`config.mk`:
```
export PLATFORM = sky130hd
export DESIGN_NAME = bank_rdseq
export DESIGN_NICKNAME = d
export VERILOG_FILES = /design/src/rtl/bank_rdseq.sv
export SDC_FILE = /design/constraint.sdc
export NUM_CORES = 1
export LEC_CHECK = 0
export CORE_ASPECT_RATIO = 2
export CORE_MARGIN = 5
export CORE_UTILIZATION = 35
export CTS_BUF_LIST = sky130_fd_sc_hd__clkbuf_4 sky130_fd_sc_hd__clkbuf_8
export CTS_CLUSTER_DIAMETER = 100
export DETAILED_ROUTE_END_ITERATION = 10
export SLEW_MARGIN = 20
export SYNTH_ARGS = -nofsm -noshare
export SYNTH_HDL_FRONTEND = slang
export SYNTH_SLANG_ARGS = --single-unit
```
`constraint.sdc`:
```
create_clock -name clk -period 5 [get_ports clk]
set_clock_uncertainty 0.15 [all_clocks]
set_input_delay 1 -clock clk [delete_from_list [all_inputs] [get_ports clk]]
set_output_delay 1 -clock clk [all_outputs]
set_load 0.02 [all_outputs]
```
`src/rtl/bank_rdseq.sv`:
```
// Strided burst read sequencer for a bank64k D-priority read port, with credit-managed output FIFO.
// Optional denied-request counter enabled by defining BANK_RDSEQ_STATS_EN.
module bank_rdseq #(
  parameter int W  = 128,
  parameter int A  = 9,
  parameter int FD = 4
) (
  input  logic         clk,
  input  logic         rst_n,
  input  logic         cmd_valid,
  output logic         cmd_ready,
  input  logic [A-1:0] cmd_base,
  input  logic [A-1:0] cmd_stride,
  input  logic [A-1:0] cmd_len,
  output logic         rd_csel,
  output logic         rd_en,
  output logic [A-1:0] rd_addr,
  input  logic [W-1:0] rd_word,
  input  logic         rd_grnt,
  output logic         out_valid,
  input  logic         out_ready,
  output logic [W-1:0] out_word,
  output logic         out_last,
  output logic         busy,
  output logic [15:0]  stall_cnt
);

  // state  | meaning
  // S_IDLE | waiting for a burst command, cmd_ready high
  // S_RUN  | issuing reads for the latched burst
  typedef enum logic {S_IDLE, S_RUN} state_e;

  localparam int CW = $clog2(FD + 1);
  localparam int PW = $clog2(FD);

  state_e         state_q, state_d;
  logic [A-1:0]   addr_q, addr_d;
  logic [A-1:0]   stride_q, stride_d;
  logic [A-1:0]   remain_q, remain_d;
  logic           inflight_q, inflight_d;
  logic           infl_last_q, infl_last_d;
  logic [W-1:0]   mem_q [FD];
  logic [W-1:0]   mem_d [FD];
  logic [FD-1:0]  last_q, last_d;
  logic [PW-1:0]  wr_ptr_q, wr_ptr_d;
  logic [PW-1:0]  rd_ptr_q, rd_ptr_d;
  logic [CW-1:0]  count_q, count_d;

  logic [CW:0]    credit_sum;
  logic           grant;
  logic           push;
  logic           pop;

  function automatic logic [PW-1:0] ptr_inc(input logic [PW-1:0] p);
    return (p == PW'(FD - 1)) ? '0 : p + PW'(1);
  endfunction

  // The credit check ignores a same-cycle pop, so a full FIFO never receives an extra push.
  assign credit_sum = {1'b0, count_q} + (CW+1)'(inflight_q);
  assign rd_en      = (state_q == S_RUN) && (credit_sum < (CW+1)'(FD));
  assign rd_csel    = rd_en;
  assign rd_addr    = addr_q;
  assign cmd_ready  = (state_q == S_IDLE);
  assign grant      = rd_en & rd_grnt;
  assign push       = inflight_q;
  assign out_valid  = (count_q != '0);
  assign pop        = out_valid & out_ready;
  assign out_word   = mem_q[rd_ptr_q];
  assign out_last   = out_valid & last_q[rd_ptr_q];
  assign busy       = (state_q == S_RUN) | inflight_q | out_valid;

  always_comb begin
    state_d     = state_q;
    addr_d      = addr_q;
    stride_d    = stride_q;
    remain_d    = remain_q;
    inflight_d  = grant;
    infl_last_d = infl_last_q;
    unique case (state_q)
      S_IDLE: begin
        if (cmd_valid) begin
          addr_d   = cmd_base;
          stride_d = cmd_stride;
          remain_d = cmd_len;
          state_d  = S_RUN;
        end
      end
      S_RUN: begin
        if (grant) begin
          addr_d      = addr_q + stride_q;
          infl_last_d = (remain_q == '0);
          if (remain_q == '0) state_d = S_IDLE;
          else                remain_d = remain_q - A'(1);
        end
      end
      default: state_d = S_IDLE;
    endcase
  end

  always_comb begin
    mem_d    = mem_q;
    last_d   = last_q;
    wr_ptr_d = wr_ptr_q;
    rd_ptr_d = rd_ptr_q;
    count_d  = count_q + CW'(push) - CW'(pop);
    if (push) begin
      mem_d[wr_ptr_q]  = rd_word;
      last_d[wr_ptr_q] = infl_last_q;
      wr_ptr_d         = ptr_inc(wr_ptr_q);
    end
    if (pop) rd_ptr_d = ptr_inc(rd_ptr_q);
  end

  always_ff @(posedge clk) begin
    if (!rst_n) begin
      state_q     <= S_IDLE;
      addr_q      <= '0;
      stride_q    <= '0;
      remain_q    <= '0;
      inflight_q  <= 1'b0;
      infl_last_q <= 1'b0;
      last_q      <= '0;
      wr_ptr_q    <= '0;
      rd_ptr_q    <= '0;
      count_q     <= '0;
    end else begin
      state_q     <= state_d;
      addr_q      <= addr_d;
      stride_q    <= stride_d;
      remain_q    <= remain_d;
      inflight_q  <= inflight_d;
      infl_last_q <= infl_last_d;
      last_q      <= last_d;
      wr_ptr_q    <= wr_ptr_d;
      rd_ptr_q    <= rd_ptr_d;
      count_q     <= count_d;
    end
  end

  // Data storage needs no reset: occupancy alone decides what is valid.
  always_ff @(posedge clk) begin
    mem_q <= mem_d;
  end

`ifdef BANK_RDSEQ_STATS_EN
  logic [15:0] stall_q, stall_d;

  always_comb begin
    stall_d = stall_q;
    if (rd_en && !rd_grnt && (stall_q != 16'hFFFF)) stall_d = stall_q + 16'd1;
  end

  always_ff @(posedge clk) begin
    if (!rst_n) stall_q <= '0;
    else        stall_q <= stall_d;
  end

  assign stall_cnt = stall_q;
`else
  assign stall_cnt = '0;
`endif

endmodule

```
* Word-level counts from Yosys, hierarchy flattened
Index checks and enable logic that the tools add are counted.
** Operators by class
- Mux-type cells :: 24
- Equal/unequal tests :: 5
- $add $sub $neg :: 7
- Bitwise gates (word level) :: 8
- Reduce and logical (&&, ||, !) cells :: 9
- Magnitude comparators :: 7
** Operator list (number)
- bitwise mux 512 bit :: 1
- 2-to-1 mux 128 bit :: 3
- binary-select mux 128 bit (select 2 bit) :: 1
- demux 128 bit (select 2 bit) :: 1
- 2-to-1 mux 9 bit :: 5
- one-hot mux 9 bit (2 select lines) :: 2
- adder 9 bit :: 1
- logical NOT 9 bit :: 1
- subtractor 9 x 1 -> 9 bit (second input constant) :: 1
- >= comparator 3 bit (second input constant) :: 2
- less-than comparator 2 x 3 -> 1 bit (second input constant) :: 2
- NOT 2 -> 3 bit :: 2
- AND reduction 2 bit :: 3
- 2-to-1 mux 1 bit :: 5
- adder 2 x 1 -> 2 bit (second input constant) :: 2
- adder 3 x 1 -> 4 bit :: 1
- bitwise mux 4 bit :: 1
- equality test 2 bit (second input constant) :: 2
- less-than comparator 4 x 3 -> 1 bit (second input constant) :: 1
- 2-to-1 mux 2 bit :: 2
- != test 2 bit (second input constant) :: 2
- adder 3 x 1 -> 3 bit :: 1
- AND 1 bit :: 3
- logical AND 1 bit :: 3
- other kinds (11) :: 12
** Storage, ports and cells
- Input port bits :: 160
- Word-level logic and storage cells :: 74
- Output and inout bits :: 159
- Register bits after elaboration :: 553

* Depth between registers and ports, before layout
Gate-level depths: netlist (run 1).
- Depth after elaboration :: 6
- Gate-level depth with buffers :: 10
- Mapped depth without buffers :: 10

* Worst setup path before layout (run 1)
Ideal clock, no wire load.
- Path type :: reg2reg
- Start point :: register inflight_q
- End point :: register last_q[3]
- Buffers on the path :: 1
- Period minus slack after synthesis :: 4296 ps
- Cell stages (with the launch flop) :: 5
- Arrival :: 4018 ps
- Library setup time :: 128 ps
- Slack :: 704 ps
- Cells stage by stage :: dfxtp_1 > clkbuf_1 > and2_1 > mux2i_1 > nor2_1
** RTL lines
- start, declared :: RTL line 40 : logic inflight_q, inflight_d;
- start signal, assigned :: RTL line 131 : inflight_q <= inflight_d;
- end signal, assigned :: RTL line 133 : last_q <= last_d;
- end, declared :: RTL line 44 : logic [FD-1:0] last_q, last_d;

* Final worst setup path (run 1)
- Start point :: register rd_ptr_q[0]
- End point :: output port out_word[52]
** Between the ends
- Cells in the longest elaborated chain, start to end :: 4
** Ends and longest elaborated chain
- start, declared :: RTL line 46 : logic [PW-1:0] rd_ptr_q, rd_ptr_d;
- start signal, assigned :: RTL line 135 : rd_ptr_q <= rd_ptr_d;
- NOT 2 -> 3 bit (not written as such) :: RTL line 68 : assign out_word = mem_q[rd_ptr_q];
- binary-select mux 128 bit (select 2 bit) :: RTL line 68
- 2-to-1 mux 128 bit (not written as such) (2 in a row) :: RTL line 68
- end, declared :: RTL line 22 : output logic [W-1:0] out_word,
Every way passes these cells. The select of a mux whose other input is x is not followed.

==> impl_metrics.py, run 1 <==
metrics = {
    "hold_path": {
        "hold_depth": 2,
        "hold_path_class": "reg2reg",
        "worstHoldStart": "remain_q[4]",
        "hold_path_end": "remain_q[4]",
    },
    "flow_run": {
        "cap_violations": 0,
    },
    "setup_path": {
        "cp.buffers_inverters": 2,
        "crit_arrival_ps": 2900,
        "required_ps": 3850,
        "rrSetupSlack_ps": 2530,
        "end_kind": "output pin",
        "reg2reg_from": "count_q[1]",
        "cp_max_fo": 41,
        "crit_slowest_cell": "buf_4",
        "slowest_delay_ps": 640,
        "crit_chain": "buf_4 -> mux4_2 -> clkdlybuf4s50_1",
        "reg2reg_to": "count_q[2]",
        "path_class": "reg2out",
        "startpoint_type": "register",
        "reg2regPathDepth": 10,
        "cp_top_family": "buffers and inverters",
    },
    "layout": {
        "final_nets": 1511,
        "syn_to_final_growth_pct": 26.4,
        "fillers": 5123,
        "final_layout_size_suffix_gt1_frac": 0.201,
        "multi_input_area_um2": 4390,
        "regArea_um2": 16200,
    },
    "floorplanning": {
        "core_um2": 59100,
        "pin_count": 319,
        "initial_utilization": 0.353,
        "placementRows": 126,
        "die_x_um": 183,
        "fp.dieArea_um2": 65000,
        "die_y_um": 356,
    },
    "synth": {
        "ys.warnings.count": 0,
        "yosysMostFrequentCell": "edfxtp_1",
        "ys_ff_latch": 553,
        "yosys_most_used_dff": "edfxtp_1",
        "netlist_area_um2": 20900,
        "synth_area_leaders": "edfxtp_1 74%, mux4_2 14%, dfxtp_1 3.9%, ha_1 1.0%, nand2_1 0.72%",
        "netlist.top_cell.by_area": "edfxtp_1",
        "avgSynthCellArea_um2": 21.4,
        "yosys-top-cells-count": "512 x edfxtp_1, 129 x mux4_2, 41 x dfxtp_1",
        "synth_edf_count": 512,
        "async_flop_share": 0,
        "synthDistinctLibCells": 58,
        "yosysTopAreaCellShare": 0.736,
        "synth_cells": 976,
        "synth_seq_area_share": 0.775,
    },
    "cts": {
        "cts_tree": "yes",
        "postCtsHoldBufs": 0,
        "clkSinkCount": 553,
        "numCtsBuffers": 79,
        "cts_max_path_buffers": 3,
        "cts_root_buf": "clkbuf_8",
        "htreeDepth": 3,
        "cts_resized": 0,
        "clk_pin_slew_ps": 70,
        "clkLatencyLatePin_ps": 630,
        "cts_setup_buffers": 0,
    },
    "timing": {
        "hold_slack_ps": 314,
        "slew_violations": 0,
        "slew_headroom": 0.302,
        "tightest_slew_ps": 1040,
        "setup_viol": 0,
        "finalHoldViolations": 0,
        "tns_ps": 0,
        "rsz0062_at_grt": "no",
        "max_freq_ghz": 0.247,
        "layout_min_cycle_time_ps": 4050,
        "finalCritPeriodShare": 0.809,
    },
    "detailed_routing": {
        "remaining_drc_errors": 0,
        "wire_per_inst_um": 22.2,
        "drt-pass1-iter-count": 7,
        "ant_nets": 0,
        "detail_route.wirelength_mm": 48.0,
        "vias": 10600,
        "vias_per_cell": 4.89,
        "drt_iter0_markers": 372,
    },
    "pwr": {
        "p_leak_nw": 8.40,
        "power_mw": 11.2,
        "peakVddDrop_v": 0.000288,
        "powerDensity_nw_per_um2": 423,
    },
    "global_route": {
        "grt_max_degree": 56,
        "grt-ovfl-total": 0,
        "antenna_found_initial": 7,
        "first_global_vias": 11500,
        "grt_pass1_wl_mm": 71.9,
        "grtUsageTotal": 0.147,
    },
    "place": {
        "dpl.hpwl_mm": 31.2,
        "place_congestion": 0.786,
        "io_buffers": 302,
    },
    "run_status": {
        "status": "finished clean",
    },
}
worst max path at each step:
| stage | start | end | slack, ps | cells past startpoint |
|---|---|---|---|---|
| 6_report | rd_ptr_q[0] | out_word[52] | 950 | 3 |
| 2_1_floorplan | inflight_q | last_q[3] | 700 | 4 |
| 5_1_grt | rd_ptr_q[0] | out_word[92] | 710 | 3 |
| 3_5_place_dp | rd_ptr_q[0] | out_word[113] | 1480 | 3 |
| 4_1_cts | rd_ptr_q[0] | out_word[113] | 760 | 3 |
| 3_3_place_gp | rd_ptr_q[0] | out_word[113] | 1480 | 3 |
registers in the layout (all words and copies together) (netlist names):
| name | flops |
|---|---|
| infl_last_q | 1 |
| inflight_q | 1 |
| rd_addr | 9 |
| state_q | 1 |
| mem_q | 512 |
| count_q | 3 |
| last_q | 4 |
| rd_ptr_q | 2 |
| wr_ptr_q | 2 |
| stride_q | 9 |
| remain_q | 9 |
kinds of logic (layout without fill, tap and decap cells):
group | after synthesis | in the layout | synth area share
AOI/OAI and AO/OA | 78 | 78 | 0.0251
xor gates and xnor gates | 6 | 6 | 0.00252
adders and majority gates | 19 | 19 | 0.0121
buffers and inverters | 77 | 480 | 0.0181
DFF | 553 | 553 | 0.775
muxes | 136 | 136 | 0.142
other | 1 | 19 | 0.000180
and+or+nand+nor | 106 | 106 | 0.0244
final cells by class:
cell class              count  share of cell area
repair buffers            319               0.123
inverters                  18             0.00256
well taps                 768              0.0364
diodes                      3            0.000284
multi-input cells         361               0.166
clock buffers             102              0.0479
clock inverters            41              0.0103
flip-flops and latches    553               0.613
metrics by stage:
step	area, um2	instances	utilization	setup slack [ps]
5_1_grt	26400	2165	0.447	713
6_report	26400	2165	0.447	953
4_1_cts	26400	2162	0.447	756
3_5_place_dp	24900	2019	0.421	1480
2_1_floorplan	20900	991	-	704
3_3_place_gp	24900	2019	0.421	1480
layer usage:
metal	part of all wire	global-route usage	wire length, um	up-vias
li1	-	-	-	4705
met3	0.069	0.0429	3300	96
met5	0.00092	0	44	-
met1	0.35	0.155	16800	5424
met2	0.56	0.275	26800	353
met4	0.024	0.0499	1130	8
power by group:
part           total, mW  internal (mW)  switching (mW)
Sequential          5.20           5.13          0.0708
Clock               3.48           1.79            1.69
Combinational       2.49           1.26            1.23
Total               11.2           8.18            2.99
placed cells by master (no fill, tap or decap), drive strengths merged, types with 4 or more instances in the layout:
cell,n
dfxtp,41
conb,16
edfxtp,512
nand2,40
mux2i,7
nand2b,7
nor2,24
nor2b,4
clkbuf,102
a21oi,30
clkdlybuf4s50,302
inv,22
mux4,129
buf,17
clkinv,33
o32ai,4
and2,7
ha,17
xnor2,4
o21ai,14
or3,7
nand3,5
tightest hold or removal path, cell delays in order, from the launching register on:
cell,delay [ps]
dfxtp_1,310
nand2_1,50
o32ai_1,50
(Power assumes the default switching activity.)
==> run 2: changes to the inputs <==
- clock period: 5 -> 4.2 ns (I/O delays scaled with it)
==> impl_metrics.py, run 2 (synthesized netlist as in run 1, its figures left out) <==
metrics = {
    "run_status": {
        "status": "finished clean",
    },
    "global_route": {
        "grt-ovfl-total": 0,
        "grt_use_met2": 0.271,
        "antenna_found_initial": 6,
        "grtUsageTotal": 0.146,
        "grt_busiest_layer": "met2",
        "grt_util_met3": 0.0472,
        "grt_pass1_wl_mm": 71.4,
        "first_global_vias": 11600,
        "grt_util_met1": 0.154,
        "grt_max_degree": 131,
    },
    "cts": {
        "htreeDepth": 3,
        "clkSinkCount": 553,
        "cts_max_path_buffers": 3,
        "cts_tree": "yes",
        "clk_pin_slew_ps": 70,
        "numCtsBuffers": 79,
        "cts_setup_buffers": 0,
        "cts_root_buf": "clkbuf_8",
        "cts_resized": 0,
        "postCtsHoldBufs": 0,
        "clkLatencyLatePin_ps": 630,
    },
    "detailed_routing": {
        "detail_route.wirelength_mm": 47.7,
        "vias": 10500,
        "drt_iter0_markers": 559,
        "wire_per_inst_um": 21.9,
        "drt-pass1-iter-count": 4,
        "remaining_drc_errors": 0,
        "vias_per_cell": 4.83,
        "ant_nets": 0,
    },
    "layout": {
        "multi_input_area_um2": 4380,
        "post-route-cell-area_um2": 26500,
        "final_layout_size_suffix_gt1_frac": 0.208,
        "post-route-util": 0.449,
        "layout_common_cells": "512 x edfxtp_1, 302 x clkdlybuf4s50_1, 129 x mux4_2",
        "largest_reg_flops": 512,
        "layout_commonest_cell": "edfxtp_1",
        "regArea_um2": 16200,
        "largest_register": "mem_q",
        "final_nets": 1517,
        "syn_to_final_growth_pct": 27.0,
        "fillers": 5120,
    },
    "timing": {
        "postLayoutSetupSlackWorst_ps": 443,
        "layout_min_cycle_time_ps": 3760,
        "rsz0062_at_grt": "no",
        "tightest_slew_ps": 1160,
        "tns_ps": 0,
        "finalHoldViolations": 0,
        "finalCritPeriodShare": 0.894,
        "setup_viol": 0,
        "hold_slack_ps": 312,
        "slew_violations": 0,
        "max_freq_ghz": 0.266,
        "slew_headroom": 0.230,
    },
    "place": {
        "io_buffers": 302,
        "pre_cts_ws_ps": 1020,
        "dpl.hpwl_mm": 30.5,
        "place_congestion": 0.784,
        "place_area_um2": 24900,
    },
    "pwr": {
        "p_leak_nw": 8.47,
        "peakVddDrop_v": 0.000274,
        "powerDensity_nw_per_um2": 506,
    },
    "setup_path": {
        "end_kind": "output pin",
        "crit_chain": "buf_12 -> mux4_2 -> clkdlybuf4s50_1",
        "startpoint_type": "register",
        "reg2regPathDepth": 6,
        "required_ps": 3210,
        "crit_slowest_cell": "mux4_2",
        "path_class": "reg2out",
        "crit_arrival_ps": 2770,
        "cp_max_fo": 39,
        "slowest_delay_ps": 610,
    },
    "floorplanning": {
        "die_y_um": 356,
        "placementRows": 126,
        "initial_utilization": 0.353,
        "pin_count": 319,
        "fp.dieArea_um2": 65000,
        "core_um2": 59100,
        "die_x_um": 183,
    },
    "hold_path": {
        "hold_path_class": "reg2reg",
        "hold_depth": 2,
    },
    "flow_run": {
        "cap_violations": 0,
    },
}
-- run 2: area by class of cell --
class	instances	area share
flip-flops and latches	553	0.610
multi-input cells	361	0.165
repair buffers	325	0.125
clock buffers	108	0.0513
well taps	768	0.0362
clock inverters	39	0.00938
inverters	18	0.00255
diodes	3	0.000283
-- run 2: per-stage QoR --
stage | instances | power [mW]
floorplan | 991 | 8.04
global placement | 2025 | 9.36
detailed placement | 2025 | 9.38
CTS | 2172 | 13.7
global route | 2173 | 14.1
finish | 2175 | 13.4
-- run 2: final timing paths --
| check | start | endpoint | slack, ps |
|---|---|---|---|
| worst max-delay path | rd_ptr_q[0] | out_word[24] | 440 |
| worst min-delay path | stride_q[7] | stride_q[7] | 310 |
| worst max register to register | count_q[1] | rd_addr[8] | 1560 |
| worst min register to register | stride_q[7] | stride_q[7] | 310 |
-- run 2: power by group --
part | total [mW] | internal [mW] | switching (mW)
sequential | 6.22 | 6.11 | 0.111
combinational | 2.96 | 1.52 | 1.45
clock | 4.25 | 2.25 | 2.00
-- run 2: routing by layer --
metal  vias to the layer above  share of wire  wire [um]
met5                         -        0.00025         12
met4                         2          0.020        957
met3                        74          0.078       3720
met2                       366           0.55      26300
met1                      5350           0.35      16700
li1                       4717              -          -
-- run 2: critical path, delay by kind of cell (launching register included) --
family / cells / cell delay, ps
buffers and inverters: 2 / 920
DFF: 1 / 570
muxes: 1 / 610
==> run 3: changes to the inputs <==
- CORE_MARGIN: 5 -> 2
- CORE_UTILIZATION: 35 -> 56
- DONT_BUFFER_PORTS: not set -> 1
- PLACE_DENSITY: not set -> 0.71
==> impl_metrics.py, run 3 (synthesized netlist as in run 1, its figures left out) <==
metrics = {
    "run_status": {
        "status": "finished clean",
    },
    "pwr": {
        "peakVddDrop_v": 0.000364,
        "p_leak_nw": 7.30,
        "powerDensity_nw_per_um2": 544,
    },
    "detailed_routing": {
        "drt_iter0_markers": 486,
        "drt-pass1-iter-count": 4,
        "vias_per_cell": 6.05,
        "ant_nets": 0,
        "detail_route.wirelength_mm": 41.5,
        "wire_per_inst_um": 26.8,
        "vias": 9371,
        "remaining_drc_errors": 0,
    },
    "floorplanning": {
        "initial_utilization": 0.564,
        "core_um2": 37000,
        "die_x_um": 141,
        "fp.dieArea_um2": 39000,
        "die_y_um": 277,
        "placementRows": 100,
        "pin_count": 319,
    },
    "setup_path": {
        "cp_max_fo": 30,
        "crit_arrival_ps": 2400,
        "crit_slowest_cell": "dfxtp_4",
        "cp_num_cells": 2,
        "cp.buffers_inverters": 1,
        "crit_chain": "buf_4 -> mux4_2",
        "end_kind": "output pin",
        "reg2reg_from": "rd_addr[0]",
        "slowest_delay_ps": 760,
        "reg2reg_to": "rd_addr[8]",
        "path_class": "reg2out",
        "reg2regPathDepth": 8,
        "rrSetupSlack_ps": 1630,
        "required_ps": 3210,
        "startpoint_type": "register",
        "crit_start": "rd_ptr_q[0]",
        "cp_top_family": "flip-flops",
    },
    "hold_path": {
        "hold_path_class": "in2reg",
        "worstHoldStart": "rd_word[99]",
        "hold_depth": 0,
        "hold_path_end": "mem_q[355]",
    },
    "place": {
        "io_buffers": 0,
        "dp.cells": 1415,
        "dpl.hpwl_mm": 27.1,
        "place_congestion": 0.782,
    },
    "global_route": {
        "grt_pass1_wl_mm": 61.6,
        "first_global_vias": 10100,
        "grt_max_degree": 85,
        "grtUsageTotal": 0.215,
        "antenna_found_initial": 1,
        "grt-ovfl-total": 0,
    },
    "layout": {
        "final_layout_size_suffix_gt1_frac": 0.269,
        "largest_reg_flops": 512,
        "layout_commonest_cell": "edfxtp_1",
        "final_nets": 1211,
        "largest_register": "mem_q",
        "multi_input_area_um2": 4390,
        "syn_to_final_growth_pct": 10.7,
        "fillers": 2551,
        "regArea_um2": 16200,
        "layout_common_cells": "512 x edfxtp_1, 129 x mux4_2, 80 x clkbuf_8",
        "finalNonFillerCells": 1550,
        "post-route-util": 0.624,
    },
    "timing": {
        "max_freq_ghz": 0.295,
        "slew_headroom": 0.457,
        "layout_min_cycle_time_ps": 3390,
        "rsz0062_at_grt": "no",
        "setup_viol": 0,
        "tightest_slew_ps": 814,
        "finalHoldViolations": 0,
        "tns_ps": 0,
        "slew_violations": 0,
        "finalCritPeriodShare": 0.808,
    },
    "cts": {
        "cts_root_buf": "clkbuf_8",
        "cts_max_path_buffers": 3,
        "numCtsBuffers": 74,
        "clkSinkCount": 553,
        "cts_setup_buffers": 0,
        "cts_tree": "yes",
        "postCtsHoldBufs": 0,
        "htreeDepth": 3,
        "clk_pin_slew_ps": 70,
        "clkLatencyLatePin_ps": 600,
        "cts_resized": 0,
    },
    "flow_run": {
        "cap_violations": 0,
    },
}
-- run 3: where the power goes --
group	switching [mW]	internal, mW
logic	1.22	0.823
clock network	1.90	2.39
registers	0.141	6.11
-- run 3: worst max path at each step --
| stage | slack, ps | endpoint |
|---|---|---|
| 2_1_floorplan | 1330 | last_q[3] |
| 3_3_place_gp | 1350 | out_word[115] |
| 3_5_place_dp | 1340 | out_word[115] |
| 4_1_cts | 660 | out_word[115] |
| 5_1_grt | 610 | out_word[35] |
| 6_report | 810 | out_word[63] |
-- run 3: per-layer routing --
layer | GRT usage | wire (um)
met5 | 0 | 0
met1 | 0.214 | 13500
met2 | 0.396 | 23000
met3 | 0.0697 | 3130
met4 | 0.108 | 1870
-- run 3: worst reg2reg max path: cells and delay by family, from the launching register on --
kind | cells | cell delay [ps]
fa+ha+maj | 2 | 730
compound gates | 3 | 610
flops | 1 | 510
simple gates | 1 | 210
xor+xnor | 1 | 170
buf+inv | 1 | 80
-- run 3: metrics by stage --
step	power, mW	area [um2]	worst slack, ps	hold slack, ps
finish	12.6	23100	805	158
global route	13.0	23100	609	118
CTS	12.7	23100	664	97.5
detailed placement	8.45	21500	1340	304
global placement	8.43	21500	1350	300
floorplan	8.04	21000	1330	289
-- run 3: cell type report --
| cell class | count | share of cell area |
|---|---|---|
| Clock inverter | 34 | 0.0153 |
| Multi-Input combinational cell | 361 | 0.190 |
| Clock buffer | 100 | 0.0541 |
| Timing Repair Buffer | 24 | 0.0121 |
| Antenna cell | 1 | 0.000108 |
| Sequential cell | 553 | 0.701 |
| Inverter | 18 | 0.00292 |
| Tap cell | 459 | 0.0248 |
